`config.mk`:
```
export PLATFORM = sky130hd
export DESIGN_NAME = reg_file
export DESIGN_NICKNAME = d
export VERILOG_FILES = /design/src/rtl/reg_file.sv
export SDC_FILE = /design/constraint.sdc
export NUM_CORES = 1
export LEC_CHECK = 0
export BUFFER_PORTS_ARGS = -buffer_cell sky130_fd_sc_hd__buf_2
export CORE_ASPECT_RATIO = 0.8
export CORE_MARGIN = 5
export CORE_UTILIZATION = 35
export CTS_CLUSTER_SIZE = 10
export DETAILED_ROUTE_END_ITERATION = 8
export HOLD_SLACK_MARGIN = 0.02
export PLACE_DENSITY_LB_ADDON = 0.15
export SYNTH_ARGS = -nofsm -noshare
export SYNTH_HDL_FRONTEND = slang
export SYNTH_SLANG_ARGS = --single-unit
export TNS_END_PERCENT = 30
```
`constraint.sdc`:
```
create_clock -name clk -period 1.8 [get_ports clk]
set_clock_uncertainty 0.15 [all_clocks]
set_input_delay 0.09 -clock clk [delete_from_list [all_inputs] [get_ports clk]]
set_output_delay 0.09 -clock clk [all_outputs]
set_load 0.005 [all_outputs]
```
`src/rtl/reg_file.sv`:
```
// Register file for the gate/ALU datapath: 2^ADDR_W x WIDTH, one write port, two registered
// read ports with write-first bypass. Register 0 reads as zero and is never stored.
module reg_file #(
   parameter int WIDTH  = 4,
   parameter int ADDR_W = 3
) (
   input  logic              clk,
   input  logic              rst,
   input  logic              we,
   input  logic [ADDR_W-1:0] waddr,
   input  logic [WIDTH-1:0]  wdata,
   input  logic [ADDR_W-1:0] ra_addr,
   input  logic [ADDR_W-1:0] rb_addr,
   output logic [WIDTH-1:0]  ra_data,
   output logic [WIDTH-1:0]  rb_data
);

   localparam int DEPTH = 1 << ADDR_W;

   logic [WIDTH-1:0] regs [1:DEPTH-1];
   logic             wr_en;
   logic [WIDTH-1:0] read_a;
   logic [WIDTH-1:0] read_b;

   // Writes to address 0 are dropped here so the storage array never needs an entry for it.
   assign wr_en = we && (waddr != '0);

   // The new value wins over the stored one when a port reads the address being written.
   always_comb begin
      read_a = '0;
      if (ra_addr != '0) begin
         if (wr_en && (waddr == ra_addr)) begin
            read_a = wdata;
         end else begin
            read_a = regs[ra_addr];
         end
      end
   end

   always_comb begin
      read_b = '0;
      if (rb_addr != '0) begin
         if (wr_en && (waddr == rb_addr)) begin
            read_b = wdata;
         end else begin
            read_b = regs[rb_addr];
         end
      end
   end

   always_ff @(posedge clk) begin
      if (rst) begin
         for (int i = 1; i < DEPTH; i++) begin
            regs[i] <= '0;
         end
         ra_data <= '0;
         rb_data <= '0;
      end else begin
         if (wr_en) begin
            regs[waddr] <= wdata;
         end
         ra_data <= read_a;
         rb_data <= read_b;
      end
   end

endmodule

```
# Word level (Yosys, flattened, before mapping)

Memory sizes are Yosys's and may differ from the RTL's. A register that Yosys moved wholly into a read port is not among the register bits.
Index checks and enable logic that the tools add are counted.

Register bits after elaboration: 0
Bits in latches: 0
Memory bits (writable): 28
Memory bits (read-only): 0
Bits of input ports: 16
Output and inout bits: 8
Logic and storage cells: 18
Memories kept: 1

Memory list:

| memory | depth | width | rd ports | clocked after Yosys merged registers in | write ports | line | source |
|---|---|---|---|---|---|---|---|
| regs   | 7     | 4     | 2        | 2                                       | 7           | 20   | `logic [WIDTH-1:0] regs [1:DEPTH-1];` |

$add $sub $neg: 0
Multiply operators: 0
Divide/modulo/power cells: 0
Order comparisons: 0
Equal/unequal tests: 0
Shift operators: 0
Multiplexer cells: 8
Bitwise logic cells: 2
Reduce and logical (&&, ||, !) cells: 7

Operators by type and width:

| operator            | count |
|---|---|
| $reduce_bool A3 Y1  | 3 |
| $mux W1             | 6 |
| $mux W4             | 1 |
| $reduce_or A2 Y1    | 2 |
| $reduce_or A4 Y1    | 1 |
| $mux W3             | 1 |
| $not A1 Y1          | 2 |
| $logic_and A1 B1 Y1 | 1 |

# Logic depth before layout (Yosys ltp)

Gate-level depths: netlist of run 1.

Depth after elaboration: 7
Gate-level depth with buffers: 5
Gate-level depth less buffers: 4

# Least setup slack after synthesis of run 1

Ideal clock, no wire load.

Path type: register to register
From: memory regs[5][2]
To: register ra_data[2], read port of regs
Library setup time: 0.116 ns
Arrival time: 1.145 ns
Required time: 1.534 ns
Setup slack: 0.389 ns
Stages on the path, launching flop included: 5
Buffers on the path: 0
Clock period less this slack: 1.411 ns
Cells stage by stage: edfxtp_1 > mux4_1 > mux2i_1 > o21ai_1 > o211a_1

RTL lines:

| item               | line | source |
|---|---|---|
| start: declaration | 20   |  |
| end: declaration   | 14   | `output logic [WIDTH-1:0] ra_data,` |

==> summary.md, run 1 <==
| Metric | Value |
|---|---|
| Result of the run | `completed` |
| Synth Flop Type | `edfxtp_1` |
| Number of failing setup endpoints in the final timing report | `0` |
| Final worst hold slack | `0.0296 ns` |
| TritonCTS buffer count | `5` |
| Total wire length after detailed routing | `5260 µm` |
| Antenna violations before repair | `0` |
| Worst-case clock buffer depth | `2` |
| Final ANT Viol Nets | `0` |
| Net count reported at finish | `198` |
| Setup Total Neg Slack | `0 ns` |
| Number of sinks on the clock net | `40` |
| Min Clock Period, post-route | `1.63 ns` |
| Post-cts sizing count | `0` |
| Leading area contributor after synthesis | `edfxtp_1` |
| Sequential Area | `1120 µm²` |
| Biggest area contributors in the synthesized netlist | `edfxtp_1 43%, mux4_1 19%, and2_1 7.9%, dfxtp_1 7.2%, mux2i_1 3.6%` |
| Final Slew Violations | `0` |
| Netlist Area Pre-Place | `2210 µm²` |
| Setup slack after layout | `0.172 ns` |
| Core ar. | `6040 µm²` |
| Residual overflow from global routing | `0` |
| Antenna fix cells | `0` |
| Count of port buffers added during placement | `23` |
| Routability-driven placement congestion ratio | `0.856` |
| Proportion of synthesized chip area in sequential cells | `50.6%` |
| Via count of the first global-routing pass | `1414` |
| Proportion of register bits with asynchronous set or reset after synthesis | `0%` |
| Initial detailed-routing violation count | `42` |
| Initial cell density of the core | `36.7%` |
| Nature of the critical path endpoint | `flop` |
| IO Pins | `24` |
| Area of the die | `8030 µm²` |
| Total via count after detailed routing | `1382` |
| Post-placement setup slack | `0.122 ns` |
| Overall die width | `98.9 µm` |
| Maximum number of pins on one net before global-route repair | `14` |
| Average wire per standard cell | `19.9 µm` |
| Category of the most critical setup path | `reg -> reg` |
| HPWL Detailed | `3940 µm` |
| Endpoints failing hold | `0` |
| Area taken by multi-input logic gates | `1040 µm²` |
| Clock tree root buffer cell | `clkbuf_8` |
| Final worst-path cycle share | `90.4%` |
| Total leakage power | `0.00101 µW` |
| Iteration count of the initial detailed-routing pass | `4` |
| Setup repair after global routing missed its margin | `no` |
| DRC violation count after routing | `0` |
| First-pass GRT wire length | `8070 µm` |
| Hold Path Class | `in -> reg` |
| Worst voltage drop across the vdd grid | `0.000349 V` |
| Clk pin slew, worst setup/hold paths | `0.08 ns` |
| Yosys warning count | `0` |
| Number of cells produced by synthesis | `152` |
| Startpoint type of the worst setup path | `flop` |
| Filler Cells Inserted | `548` |
| Area Growth Syn to Fin | `13.2%` |
| Ratio of total power to cell area | `789 nW/µm²` |
| Arrival time reported for the critical path endpoint | `1.66 ns` |
| Total routing usage reported by global routing | `13.8%` |
| Critical path, cell by cell | `mux4_1 > mux2i_1 > o21ai_0 > o211a_1` |
| CP bufs+invs | `0` |
| FP Rows | `25` |
| Top cell type's share of synthesized area | `43.4%` |
| CTS tree | `yes` |
| Max frequency | `614 MHz` |
| EDFF count, synth | `32` |
| Top delay family on crit path | `multiplexers` |
| Number of levels in the clock H-tree | `2` |
| Number of flip-flops and latches in the synthesized netlist | `40` |
| Max Cap Viol | `0` |
| Share of post-route cells with drive strength above 1 | `24.0%` |
| Post-synthesis average cell area | `14.6 µm²` |
| Crit-path max cell delay | `0.52 ns` |
| Clock latency reported for the late side of the worst-skew pair | `0.29 ns` |
| Number of distinct library cells after synthesis | `22` |
| CP max stage cell | `mux4_1` |
| Avg Vias per Cell | `5.23` |
| Util after Layout | `41.5%` |
| Max FO, Critical Path | `2` |
| Required time reported for the critical path endpoint | `1.84 ns` |
| Die outline height | `81.1 µm` |
-- synthesized netlist by cell type, types with 2 or more instances --
master    count
nand2b_1      3
edfxtp_1     32
o211a_1       8
nand2_1       2
or2_2         9
nand3_1       2
mux4_1       16
nor2_1        8
and2_1       28
o21ai_1       2
mux2i_1       8
buf_6         2
xnor2_1       6
nor3_1        3
buf_4         3
dfxtp_1       8
buf_2         2
o21ai_0       6
-- metal layers --
metal | up-vias | GRT usage (%) | share of wire (%) | wire length [µm]
li1 | 641 | - | - | -
met1 | 685 | 19.1 | 47 | 2450
met2 | 51 | 20.9 | 44 | 2320
met3 | 5 | 4.29 | 8.5 | 447
met4 | 0 | 4.09 | 0.76 | 40
met5 | - | 0 | 0 | 0
-- power breakdown --
group	switching, µW	leakage, µW	internal (µW)	total, µW
Combinational	143	0.000592	144	288
Sequential	34.5	0.000374	1060	1100
Clock	321	0.0000479	270	591
-- cell usage in the layout, fill, tap and decap left out, types with 2 or more instances in the layout --
| master | Yosys | final |
|---|---|---|
| clkbuf_8 | 1 | 5 |
| dlygate4sd3_1 | 0 | 3 |
| nor2_1 | 8 | 8 |
| o211a_1 | 8 | 8 |
| or2_2 | 9 | 9 |
| nor3_1 | 3 | 3 |
| o21ai_1 | 2 | 2 |
| mux4_1 | 16 | 16 |
| edfxtp_1 | 32 | 32 |
| and2_1 | 28 | 28 |
| clkinv_2 | 0 | 2 |
| buf_2 | 2 | 23 |
| xnor2_1 | 6 | 6 |
| conb_1 | 1 | 4 |
| dfxtp_1 | 8 | 8 |
| buf_4 | 3 | 2 |
| o21ai_0 | 6 | 6 |
| nand3_1 | 2 | 2 |
| mux2i_1 | 8 | 8 |
| nand2b_1 | 3 | 3 |
| nand2_1 | 2 | 2 |
-- cells by family after synthesis --
kind of cell	after synthesis	synth area share (%)
XOR/XNOR	6	2.37
AO/OA/AOI/OAI	17	6.38
other	1	0.169
multiplexers	24	22.6
flip-flops	40	50.6
AND/OR/NAND/NOR	56	14.7
buffers and inverters	8	3.11
-- worst reg2reg max path, cell delays in order, from the launching register on --
cell      delay [ns]
edfxtp_1        0.43
mux4_1          0.52
mux2i_1         0.17
o21ai_0         0.11
o211a_1         0.13
-- through the flow --
stage	instances	area, µm²	total power [µW]
2_1_floorplan	155	2230	1300
3_3_place_gp	253	2390	1400
3_5_place_dp	253	2390	1400
4_1_cts	261	2480	2000
5_1_grt	264	2510	2070
6_report	264	2510	1980
-- path summary, 6_finish.rpt --
check | startpoint | end | slack (ns) | depth (start not counted)
worst min register to register | regs[5][0]$_SDFFCE_PN0P_ | ra_data[0]$_SDFF_PP0_ | 0.72 | 4
worst min-delay path | wdata[0] | regs[0][0]$_DFFE_PP_ | 0.03 | 1
worst max-delay path | regs[6][2]$_SDFFCE_PN0P_ | rb_data[2]$_SDFF_PP0_ | 0.17 | 4
worst max register to register | regs[6][2]$_SDFFCE_PN0P_ | rb_data[2]$_SDFF_PP0_ | 0.17 | 4
-- registers in the layout, indices dropped and copies added, names as in the netlist --
register / count
regs: 32
rb_data: 4
ra_data: 4
-- area by class of cell --
| type | instances | share of cell area, % |
|---|---|---|
| Multi-Input combinational cell | 107 | 41.3 |
| Clock inverter | 3 | 0.749 |
| Sequential cell | 40 | 44.7 |
| Tap cell | 81 | 4.04 |
| Clock buffer | 5 | 2.75 |
| Timing Repair Buffer | 28 | 6.39 |
-- timing repair --
item                      CTS  global route
hold endpoints to repair    0             3
buffers inserted            0             0
hold buffers                0             3
No activity file was read; power rests on OpenSTA's default activity.
==> run 2, diff against run 1 <==
--- a/config.mk
+++ b/config.mk
@@ -8,7 +8,7 @@
 export BUFFER_PORTS_ARGS = -buffer_cell sky130_fd_sc_hd__buf_2
 export CORE_ASPECT_RATIO = 0.8
 export CORE_MARGIN = 5
-export CORE_UTILIZATION = 35
+export CORE_UTILIZATION = 58
 export CTS_CLUSTER_SIZE = 10
 export DETAILED_ROUTE_END_ITERATION = 8
 export HOLD_SLACK_MARGIN = 0.02
==> summary.md, run 2 (same netlist as run 1, synthesis figures left out) <==
| Metric | Value |
|---|---|
| Total leakage power | `0.00103 µW` |
| Total routing usage reported by global routing | `20.3%` |
| Count of port buffers added during placement | `23` |
| TritonCTS buffer count | `5` |
| Largest registers ranked by flip-flop count | `regs: 32 flops, ra_data: 4 flops, rb_data: 4 flops` |
| Result of the run | `completed` |
| FP Rows | `20` |
| Share of post-route cells with drive strength above 1 | `23.9%` |
| Final worst-path cycle share | `92.0%` |
| Clk pin slew, worst setup/hold paths | `0.08 ns` |
| Clock latency reported for the late side of the worst-skew pair | `0.30 ns` |
| Number of sinks on the clock net | `40` |
| Most frequent standard cell in the layout excluding fill and tap cells | `edfxtp_1` |
| CTS tree | `yes` |
| R2R Path End | `rb_data[1]$_SDFF_PP0_` |
| Required time reported for the critical path endpoint | `1.84 ns` |
| Register with the most flip-flops | `regs` |
| Worst voltage drop across the vdd grid | `0.000490 V` |
| Residual overflow from global routing | `0` |
| Hold Path Class | `in -> reg` |
| Antenna violations before repair | `0` |
| Startpoint type of the worst setup path | `flop` |
| R2R Setup Slk | `0.14 ns` |
| Final ANT Viol Nets | `0` |
| Number of flip-flops in the largest register | `32` |
| Max frequency | `604 MHz` |
| Antenna fix cells | `0` |
| Min Clock Period, post-route | `1.66 ns` |
| Nature of the critical path endpoint | `flop` |
| Path depth of the worst reg2reg path | `4` |
| Core ar. | `3750 µm²` |
| Capture endpoint of the worst hold path | `ra_data[0]$_SDFF_PP0_` |
| Setup Total Neg Slack | `0 ns` |
| Hold wc startpoint | `ra_addr[2]` |
| Initial cell density of the core | `59.0%` |
| Clock tree root buffer cell | `clkbuf_8` |
| Arrival time reported for the critical path endpoint | `1.70 ns` |
| Total wire length after detailed routing | `4750 µm` |
| Area of the die | `5160 µm²` |
| Setup repair after global routing missed its margin | `no` |
| Iteration count of the initial detailed-routing pass | `4` |
| Util after Layout | `66.6%` |
| Net count reported at finish | `199` |
| Category of the most critical setup path | `reg -> reg` |
| Initial detailed-routing violation count | `104` |
| Max FO, Critical Path | `2` |
| Worst-case clock buffer depth | `2` |
| Final Slew Violations | `0` |
| Worst reg2reg startpoint | `regs[3][1]$_SDFFCE_PN0P_` |
| HPWL Detailed | `3480 µm` |
| Top library cells by usage in the layout, fill and taps aside | `32 x edfxtp_1, 28 x and2_1, 23 x buf_2` |
| Number of cells on the worst hold path | `4` |
| Endpoints failing hold | `0` |
| Maximum number of pins on one net before global-route repair | `15` |
| Via count of the first global-routing pass | `1442` |
| First-pass GRT wire length | `7500 µm` |
| Average wire per standard cell | `20.8 µm` |
| DRC violation count after routing | `0` |
| Routability-driven placement congestion ratio | `0.892` |
| Die outline height | `65.3 µm` |
| IO Pins | `24` |
| Max Cap Viol | `0` |
| Total via count after detailed routing | `1401` |
| Ratio of total power to cell area | `852 nW/µm²` |
| Number of levels in the clock H-tree | `2` |
| Overall die width | `79.1 µm` |
| Number of failing setup endpoints in the final timing report | `0` |
| Area Growth Syn to Fin | `12.8%` |
| Avg Vias per Cell | `6.14` |
==> run 2: worst max-delay path by stage <==
stage,endpoint,startpoint,cells after the start
global route,rb_data[1]$_SDFF_PP0_,regs[3][1]$_SDFFCE_PN0P_,4
finish,rb_data[1]$_SDFF_PP0_,regs[3][1]$_SDFFCE_PN0P_,4
detailed placement,rb_data[1]$_SDFF_PP0_,rb_addr[0],5
floorplan,ra_data[2]$_SDFF_PP0_,regs[5][2]$_SDFFCE_PN0P_,4
global placement,rb_data[1]$_SDFF_PP0_,rb_addr[0],5
CTS,rb_data[1]$_SDFF_PP0_,regs[3][1]$_SDFFCE_PN0P_,4
==> run 2: timing repair <==
action	in CTS	in global routing
endpoints found under the hold margin	4	0
setup buffers	0	0
gates resized for setup	0	0
hold buffers	4	0
==> run 2: stage by stage <==
step	power, µW	hold slack (ns)	setup slack (ns)	cells	instance area (µm²)
5_1_grt	2220	0.188	0.0919	228	2500
4_1_cts	2140	0.147	0.149	228	2500
6_report	2130	0.162	0.145	228	2500
2_1_floorplan	1300	0.0389	0.389	155	2230
3_5_place_dp	1400	0.308	0.136	216	2340
3_3_place_gp	1390	0.312	0.130	216	2340
==> run 2: critical path: stages (launching register included) <==
cell and delay [ns]:
edfxtp_1 0.43, mux4_1 0.52, mux2i_1 0.21, o21ai_0 0.12, o211a_1 0.12
==> run 2: layer usage <==
metal | GRT usage (%) | vias to the layer above | wire length, µm
li1 | - | 646 | -
met1 | 27.5 | 678 | 2060
met2 | 32.0 | 66 | 2210
met3 | 4.93 | 11 | 398
met4 | 7.51 | 0 | 82
met5 | 0 | - | 0
==> run 2: cell type report <==
type | count | area, µm²
timing repair buffer | 29 | 170
multi-input combinational | 107 | 1040
clock buffer | 5 | 68.8
tap | 44 | 55.1
fill | 270 | 1250
sequential | 40 | 1120
clock inverter | 3 | 47.5
==> run 2: where the power goes <==
group / internal [µW] / switching, µW / leakage, µW
Sequential: 1060 / 34.1 / 0.000374
Combinational: 146 / 139 / 0.000596
Clock: 417 / 328 / 0.0000583
Total: 1630 / 501 / 0.00103
==> run 3, diff against run 2 <==
==> constraint.sdc (replaced) <==
create_clock -name clk -period 1.8 [get_ports clk]
set_clock_uncertainty 0.15 [all_clocks]
set_input_delay 0.54 -clock clk [delete_from_list [all_inputs] [get_ports clk]]
set_output_delay 0.54 -clock clk [all_outputs]
set_load 0.005 [all_outputs]
==> summary.md, run 3 (same netlist as run 1, synthesis figures left out) <==
| Metric | Value |
|---|---|
| HPWL Detailed | `3750 µm` |
| Worst-case clock buffer depth | `2` |
| Final Slew Violations | `0` |
| Iteration count of the initial detailed-routing pass | `4` |
| Max FO, Critical Path | `10` |
| Arrival time reported for the critical path endpoint | `1.78 ns` |
| Cell count after placement | `233` |
| Count of port buffers added during placement | `23` |
| Filler Cells Inserted | `269` |
| Result of the run | `completed` |
| Number of sinks on the clock net | `40` |
| Via count of the first global-routing pass | `1553` |
| Hold-fix buffers at CTS | `0` |
| Die outline height | `65.3 µm` |
| Maximum number of pins on one net before global-route repair | `14` |
| Total via count after detailed routing | `1456` |
| Area Growth Syn to Fin | `17.9%` |
| Startpoint type of the worst setup path | `input port` |
| Largest registers ranked by flip-flop count | `regs: 32 flops, ra_data: 4 flops, rb_data: 4 flops` |
| Ratio of total power to cell area | `816 nW/µm²` |
| Routability-driven placement congestion ratio | `0.897` |
| Post-cts sizing count | `1` |
| Residual overflow from global routing | `0` |
| Clock latency reported for the late side of the worst-skew pair | `0.30 ns` |
| Number of failing setup endpoints in the final timing report | `0` |
| Final worst-path cycle share | `96.6%` |
| Area of the die | `5160 µm²` |
| Final cell count without fillers | `241` |
| TritonCTS buffer count | `5` |
| FP Rows | `20` |
| Total wire length after detailed routing | `5050 µm` |
| Total routing usage reported by global routing | `21.8%` |
| Number of levels in the clock H-tree | `2` |
| Total power of the final layout | `2130 µW` |
| Endpoints failing hold | `0` |
| Register with the most flip-flops | `regs` |
| Buffers inserted during post-CTS setup optimization | `0` |
| Required time reported for the critical path endpoint | `1.84 ns` |
| Setup slack after layout | `0.0607 ns` |
| Post-placement setup slack | `-0.317 ns` |
| Clock tree root buffer cell | `clkbuf_8` |
| Most frequent standard cell in the layout excluding fill and tap cells | `edfxtp_1` |
| Min Clock Period, post-route | `1.74 ns` |
| Average wire per standard cell | `20.9 µm` |
| Number of flip-flops in the largest register | `32` |
| Core ar. | `3750 µm²` |
| Antenna violations before repair | `0` |
| Setup Total Neg Slack | `0 ns` |
| Final ANT Viol Nets | `0` |
| Nature of the critical path endpoint | `flop` |
| Max Cap Viol | `0` |
| Top library cells by usage in the layout, fill and taps aside | `32 x edfxtp_1, 28 x and2_1, 21 x buf_2` |
| Avg Vias per Cell | `6.04` |
| Clk pin slew, worst setup/hold paths | `0.08 ns` |
| DRC violation count after routing | `0` |
| Share of post-route cells with drive strength above 1 | `30.5%` |
| Antenna fix cells | `0` |
| CTS tree | `yes` |
| Overall die width | `79.1 µm` |
| Initial cell density of the core | `59.0%` |
| Net count reported at finish | `212` |
| Hold Path Class | `in -> reg` |
| IO Pins | `24` |
| Util after Layout | `69.6%` |
| First-pass GRT wire length | `7940 µm` |
| Total leakage power | `0.00110 µW` |
| Setup repair after global routing missed its margin | `no` |
| Worst voltage drop across the vdd grid | `0.000580 V` |
| Category of the most critical setup path | `in -> reg` |
| Max frequency | `575 MHz` |
| Initial detailed-routing violation count | `99` |
-- run 3: changes by cell type in the layout (fill, tap and decap cells not counted), sizes merged --
cell         before  now
dlygate4sd3       4    0
clkbuf            5    6
buf              25   41
-- run 3: worst max-delay path, cell delays in order --
cell and delay (ns):
buf_4 0.18, mux4_1 0.58, mux2i_1 0.20, o21ai_0 0.14
o211a_1 0.13
-- run 3: through the flow --
stage,hold slack (ns),area (µm²)
after floorplan,0.489,2230
after global placement,0.685,2490
after detailed placement,0.675,2490
after CTS,0.458,2610
after global routing,0.455,2610
final,0.460,2610
-- run 3: cell type report --
| class | count | area, µm² | area share [%] |
|---|---|---|---|
| multi-input cells | 107 | 1040 | 39.7 |
| clock inverters | 3 | 42.5 | 1.63 |
| well taps | 44 | 55.1 | 2.11 |
| repair buffers | 42 | 288 | 11.0 |
| clock buffers | 5 | 68.8 | 2.64 |
| flip-flops and latches | 40 | 1120 | 42.9 |
-- run 3: power breakdown --
part	internal (µW)	switching, µW	total [µW]
Clock	410	306	717
Combinational	166	149	315
Sequential	1070	33.7	1100
-- run 3: path summary, 6_finish.rpt --
| kind | startpoint | end | slack, ns | depth (start not counted) |
|---|---|---|---|---|
| max | rb_addr[0] | rb_data[0]$_SDFF_PP0_ | 0.06 | 5 |
| min | wdata[2] | regs[0][2]$_DFFE_PP_ | 0.46 | 1 |
| max reg2reg | regs[1][0]$_SDFFCE_PN0P_ | rb_data[0]$_SDFF_PP0_ | 0.13 | 4 |
| min reg2reg | regs[5][1]$_SDFFCE_PN0P_ | ra_data[1]$_SDFF_PP0_ | 0.70 | 4 |
-- run 3: routing by layer --
metal / GRT usage (%) / share of wire (%)
met1: 26.6 / 40
met2: 36.1 / 50
met3: 6.16 / 8.3
met4: 9.87 / 1.8
met5: 0 / 0
